===== config.mk =====
export PLATFORM = sky130hd
export DESIGN_NAME = bcd_to_bin_3d
export DESIGN_NICKNAME = d
export VERILOG_FILES = /design/src/rtl/bcd_to_bin_3d.sv
export SDC_FILE = /design/constraint.sdc
export NUM_CORES = 1
export LEC_CHECK = 0
export CAP_MARGIN = 20
export CORE_UTILIZATION = 53
export DETAILED_ROUTE_END_ITERATION = 16
export GPL_TIMING_DRIVEN = 0
export PLACE_DENSITY = 0.78
export SLEW_MARGIN = 25
export SYNTH_ARGS = -nofsm -noshare
export SYNTH_HDL_FRONTEND = slang
export SYNTH_SLANG_ARGS = --single-unit

===== constraint.sdc =====
create_clock -name clk -period 1.8 [get_ports clk]
set_input_delay 0.36 -clock clk [delete_from_list [all_inputs] [get_ports clk]]
set_output_delay 0.36 -clock clk [all_outputs]
set_load 0.005 [all_outputs]

===== src/rtl/bcd_to_bin_3d.sv =====
// bcd_to_bin_3d: sequential three-digit BCD to 10-bit binary converter.
// Reverse double-dabble: ten right shifts of {bcd, work}, each followed by a
// per-nibble "subtract 3 if >= 8" correction on the BCD register.
// Ports:
//   clk, reset_n          clock, asynchronous active-low reset
//   start                 conversion request, accepted when not busy
//   hundreds/tens/ones    BCD digits captured at accept
//   binary                last converted value (held)
//   done                  one-cycle pulse when binary/err are updated
//   busy                  high while shifting
//   err                   last accepted input had a digit > 9 (held)
module bcd_to_bin_3d (
    input  logic       clk,
    input  logic       reset_n,
    input  logic       start,
    input  logic [3:0] hundreds,
    input  logic [3:0] tens,
    input  logic [3:0] ones,
    output logic [9:0] binary,
    output logic       done,
    output logic       busy,
    output logic       err
);

    localparam int unsigned DIG_W  = 4;
    localparam int unsigned NDIG   = 3;
    localparam int unsigned BCD_W  = DIG_W * NDIG;
    localparam int unsigned BIN_W  = 10;
    localparam int unsigned CNT_W  = 4;
    localparam logic [CNT_W-1:0] LAST_STEP = CNT_W'(BIN_W - 1);
    localparam logic [DIG_W-1:0] MAX_DIG   = DIG_W'(9);

    typedef enum logic [1:0] {
        IDLE  = 2'd0,
        SHIFT = 2'd1,
        DONE  = 2'd2
    } state_e;

    state_e             state_q, state_d;
    logic [BCD_W-1:0]   bcd_q, bcd_d;
    logic [BIN_W-1:0]   work_q, work_d;
    logic [CNT_W-1:0]   cnt_q, cnt_d;
    logic [BIN_W-1:0]   bin_q, bin_d;
    logic               err_q, err_d;
    logic               pend_q, pend_d;
    logic               busy_q, busy_d;
    logic               done_q, done_d;

    logic               digit_bad_c;
    logic               accept_c;
    logic [BCD_W-1:0]   bcd_sh_c;
    logic [BCD_W-1:0]   bcd_fix_c;
    logic [BIN_W-1:0]   work_sh_c;

    function automatic logic [DIG_W-1:0] fix_nib(input logic [DIG_W-1:0] nib);
        return (nib >= DIG_W'(8)) ? nib - DIG_W'(3) : nib;
    endfunction

    // Request qualification; an invalid request spends one pending cycle in
    // IDLE so its done pulse lands one cycle after accept.
    assign digit_bad_c = (hundreds > MAX_DIG) || (tens > MAX_DIG) || (ones > MAX_DIG);
    assign accept_c    = start && (((state_q == IDLE) && !pend_q) || (state_q == DONE));

    // One reverse double-dabble step.
    always_comb begin
        work_sh_c = {bcd_q[0], work_q[BIN_W-1:1]};
        bcd_sh_c  = {1'b0, bcd_q[BCD_W-1:1]};
        bcd_fix_c = bcd_sh_c;
        for (int i = 0; i < NDIG; i++) begin
            bcd_fix_c[i*DIG_W +: DIG_W] = fix_nib(bcd_sh_c[i*DIG_W +: DIG_W]);
        end
    end

    // State register.
    always_ff @(posedge clk or negedge reset_n) begin
        if (!reset_n) begin
            state_q <= IDLE;
        end else begin
            state_q <= state_d;
        end
    end

    // Next-state logic.
    always_comb begin
        state_d = state_q;
        case (state_q)
            IDLE: begin
                if (pend_q) begin
                    state_d = DONE;
                end else if (accept_c && !digit_bad_c) begin
                    state_d = SHIFT;
                end
            end
            SHIFT: begin
                if (cnt_q == LAST_STEP) begin
                    state_d = DONE;
                end
            end
            DONE: begin
                state_d = IDLE;
                if (accept_c && !digit_bad_c) begin
                    state_d = SHIFT;
                end
            end
            default: state_d = IDLE;
        endcase
    end

    // Status outputs, decoded from the next state so they leave flops.
    always_comb begin
        busy_d = (state_d == SHIFT);
        done_d = (state_d == DONE);
    end

    // Datapath next values.
    always_comb begin
        bcd_d  = bcd_q;
        work_d = work_q;
        cnt_d  = cnt_q;
        bin_d  = bin_q;
        err_d  = err_q;
        pend_d = 1'b0;
        if (accept_c) begin
            if (digit_bad_c) begin
                pend_d = 1'b1;
            end else begin
                bcd_d  = {hundreds, tens, ones};
                work_d = '0;
                cnt_d  = '0;
            end
        end else if (pend_q) begin
            bin_d = '0;
            err_d = 1'b1;
        end else if (state_q == SHIFT) begin
            bcd_d  = bcd_fix_c;
            work_d = work_sh_c;
            cnt_d  = cnt_q + CNT_W'(1);
            if (cnt_q == LAST_STEP) begin
                bin_d = work_sh_c;
                err_d = 1'b0;
            end
        end
    end

    // Datapath and output registers.
    always_ff @(posedge clk or negedge reset_n) begin
        if (!reset_n) begin
            bcd_q  <= '0;
            work_q <= '0;
            cnt_q  <= '0;
            bin_q  <= '0;
            err_q  <= 1'b0;
            pend_q <= 1'b0;
            busy_q <= 1'b0;
            done_q <= 1'b0;
        end else begin
            bcd_q  <= bcd_d;
            work_q <= work_d;
            cnt_q  <= cnt_d;
            bin_q  <= bin_d;
            err_q  <= err_d;
            pend_q <= pend_d;
            busy_q <= busy_d;
            done_q <= done_d;
        end
    end

    assign binary = bin_q;
    assign err    = err_q;
    assign busy   = busy_q;
    assign done   = done_q;

endmodule


==> metrics.yaml <==
critical_path:
  r2r_setup_slack_ns: 0.11
  r2r_cells: 5
  rr_endpoint: "bcd_q[4]"
  cp-start-kind: "input pin"
  crit_fanout: 10
  cp.arrival_ns: 1.96
  required_ns: 2.05
  regToRegStartpoint: "state_q[0]"
  crit_path_end_kind: "register"
  path_class: "in2reg"
status:
  run_status: "complete, no violations"
cts:
  root_buffer: "clkbuf_4"
  clkTransAtPathRegs_ns: 0.12
  cts_buffer_depth: 2
  clk_latency_ns: 0.35
  htree_num_levels: 2
  cts_buffers: 5
  cts_tree: "done"
  cts.sinks: 41
grt:
  grt_pass1_vias: 1354
  grt_max_degree: 25
  grt_pass1_wl_mm: 6.40
  track_usage_pct: 21.3
  grt-ovfl-total: 0
  antenna_found_initial: 0
drt:
  route.vias.total: 1317
  drc: 0
  avgRoutedWirePerCell_um: 15.4
  wl_mm: 3.61
  postRouteAntennaNets: 0
  dr.first_iter.drc_count: 56
  drtPass1Iterations: 4
  drt-vias-per-instance: 5.60
die:
  dieHeight_um: 62.2
  start_util_pct: 56.2
  dieArea_um2: 3870
  core_um2: 3420
  rows: 21
  die_w_um: 62.2
  ioPinCount: 28
final_layout:
  fillers: 253
  num_antenna_cells: 0
  final_nets: 209
  area_growth_pct: 23.8
  drive_gt1_share_pct: 18.5
pwr:
  vdd_ir_drop_max_mv: 0.786
  power_density_nw_per_um2: 1550
  p_clk_share_pct: 13.4
  power.internal_mw: 2.36
  p_seq_share_pct: 42.2
  p_leak_nw: 1.14
  sw_frac_of_total_pct: 36.1
  power_frac_comb_pct: 44.4
  p_sw_mw: 1.33
logic_synthesis:
  syn_area_per_cell_um2: 12.6
  ys_warn_count: 0
  synth_cells: 152
  netlist_top_cells_area: "dfrtp_1 53%, a22o_1 9.6%, mux2i_1 6.3%"
  ys_seq_area_share_pct: 53.5
  ys_types: 34
  yosysMostFrequentCell: "dfrtp_1"
  synth_edf_count: 0
  yosysTopAreaCellShare_pct: 53.5
  async_reset_ff_share_pct: 100
  synth_seq_cells: 41
  post_synth_most_frequent_cells: "41 x dfrtp_1, 21 x a22o_1, 12 x mux2i_1, 8 x nor2_1"
  syn_nets: 173
  syn_area_um2: 1920
  synth_ff_type: "dfrtp_1"
  yosys.area.top_type: "dfrtp_1"
timing:
  finalWorstSetupSlack_ns: 0.0894
  timing.final.max_slew_violations: 0
  clock.fmax_ghz: 0.585
  finClkSkew_ns: 0.00836
  max-slew-margin-rel_pct: 65.2
  min_period_ns: 1.71
  fin_crit_sh_pct: 95.0
  finalSetupViolCount: 0
  worstMarginPinSlew_ns: 0.522
  finalSetupTns_ns: 0
  hold_viol_final: 0
placed_design:
  dp_hpwl_mm: 2.57
  place_ws_ns: -0.337
  place.port_buffers: 27
  place.gp.congestion: 0.744
worst_hold_path:
  hp-class: "in2async"
flow_run:
  max_cap_violations: 0
[power groups by stage]
stage | sequential, mW | clock (mW) | combinational (mW)
3_3_place_gp | 1.54 | 0 | 1.53
4_1_cts | 1.55 | 0.506 | 1.62
3_5_place_dp | 1.57 | 0 | 1.60
5_1_grt | 1.60 | 0.548 | 1.80
2_1_floorplan | 1.50 | 0 | 1.17
6_report | 1.56 | 0.492 | 1.64
[kinds of logic after synthesis]
family / Yosys count / share of synthesized area, %
muxes: 22 / 12.7
DFF: 41 / 53.5
xor gates and xnor gates: 6 / 2.74
buffers and inverters: 11 / 3.45
and+or+nand+nor: 30 / 8.74
adders and majority gates: 6 / 3.91
AOI/OAI and AO/OA: 36 / 15.0
[stage by stage]
stage                     instances  utilization [%]  hold WS [ns]  power (mW)  area (um^2)
final                           235             69.6         0.462        3.69         2380
after global placement          225             65.8         0.479        3.08         2250
after global routing            235             69.6         0.477        3.95         2380
after floorplan                 152                -        0.0644        2.68         1920
after detailed placement        226             66.4         0.321        3.17         2270
after CTS                       235             68.8         0.463        3.68         2350
[how the worst max path moves through the flow]
stage | from | to | slack, ns | cells after the start
after floorplan | state_q[1] | bcd_q[4] | 0.17 | 6
after global placement | reset_n | binary[5] | -0.56 | 1
after detailed placement | hundreds[1] | bcd_q[0] | -0.34 | 6
after CTS | state_q[0] | bcd_q[7] | 0.008 | 5
after global routing | hundreds[1] | bcd_q[0] | -0.001 | 6
final | hundreds[1] | bcd_q[4] | 0.09 | 6
[state kept, by name (all words and copies together) (netlist names)]
name,cells
cnt_q,4
done,1
binary,10
bcd_q,12
busy,1
err,1
pend_q,1
state_q,2
work_q,9
[cells in the final DEF, fill, tap and decap left out, types with 2 or more instances in the layout]
| cell type | count |
|---|---|
| inv_1 | 5 |
| buf_2 | 3 |
| o21ai_0 | 5 |
| nand2b_1 | 2 |
| nor2_1 | 8 |
| a22o_1 | 21 |
| nand3b_1 | 2 |
| ha_1 | 6 |
| xor2_1 | 4 |
| a22oi_1 | 2 |
| mux2_4 | 3 |
| mux2_2 | 7 |
| dfrtp_1 | 41 |
| clkbuf_4 | 5 |
| nand2_1 | 7 |
| clkdlybuf4s50_1 | 26 |
| buf_6 | 3 |
| xnor2_1 | 2 |
| mux2i_1 | 12 |
[area by class of cell]
type	count	area, um^2	share of cell area, %
flip-flops and latches	41	1030	43.2
plain buffers	6	48.8	2.05
multi-input cells	100	857	36.1
clock buffers	6	51.3	2.16
well taps	46	57.6	2.42
clock inverters	2	13.8	0.579
repair buffers	29	303	12.7
inverters	5	18.8	0.790
[routing by layer]
| metal | global-route usage, % | share of wire (%) | vias to the layer above |
|---|---|---|---|
| met2 | 33.5 | 49 | 25 |
| met3 | 3.68 | 2.9 | 7 |
| li1 | - | - | 623 |
| met4 | 10.2 | 2.4 | 0 |
| met1 | 28.6 | 46 | 662 |
| met5 | 0 | 0 | - |
[critical path, stage by stage]
cell and delay, ns:
clkdlybuf4s50_1 0.43, o21ai_0 0.21, and3_2 0.26, a21o_1 0.19
buf_6 0.19, mux2_4 0.31
[timing repair]
item	4_1_cts	5_1_grt
buffers inserted	0	0
gates resized for setup	1	7
endpoints found under the hold margin	17	0
pin swaps	0	1
setup endpoints to repair	10	14
hold buffers	1	0
No activity file was read; power rests on OpenSTA's default activity.
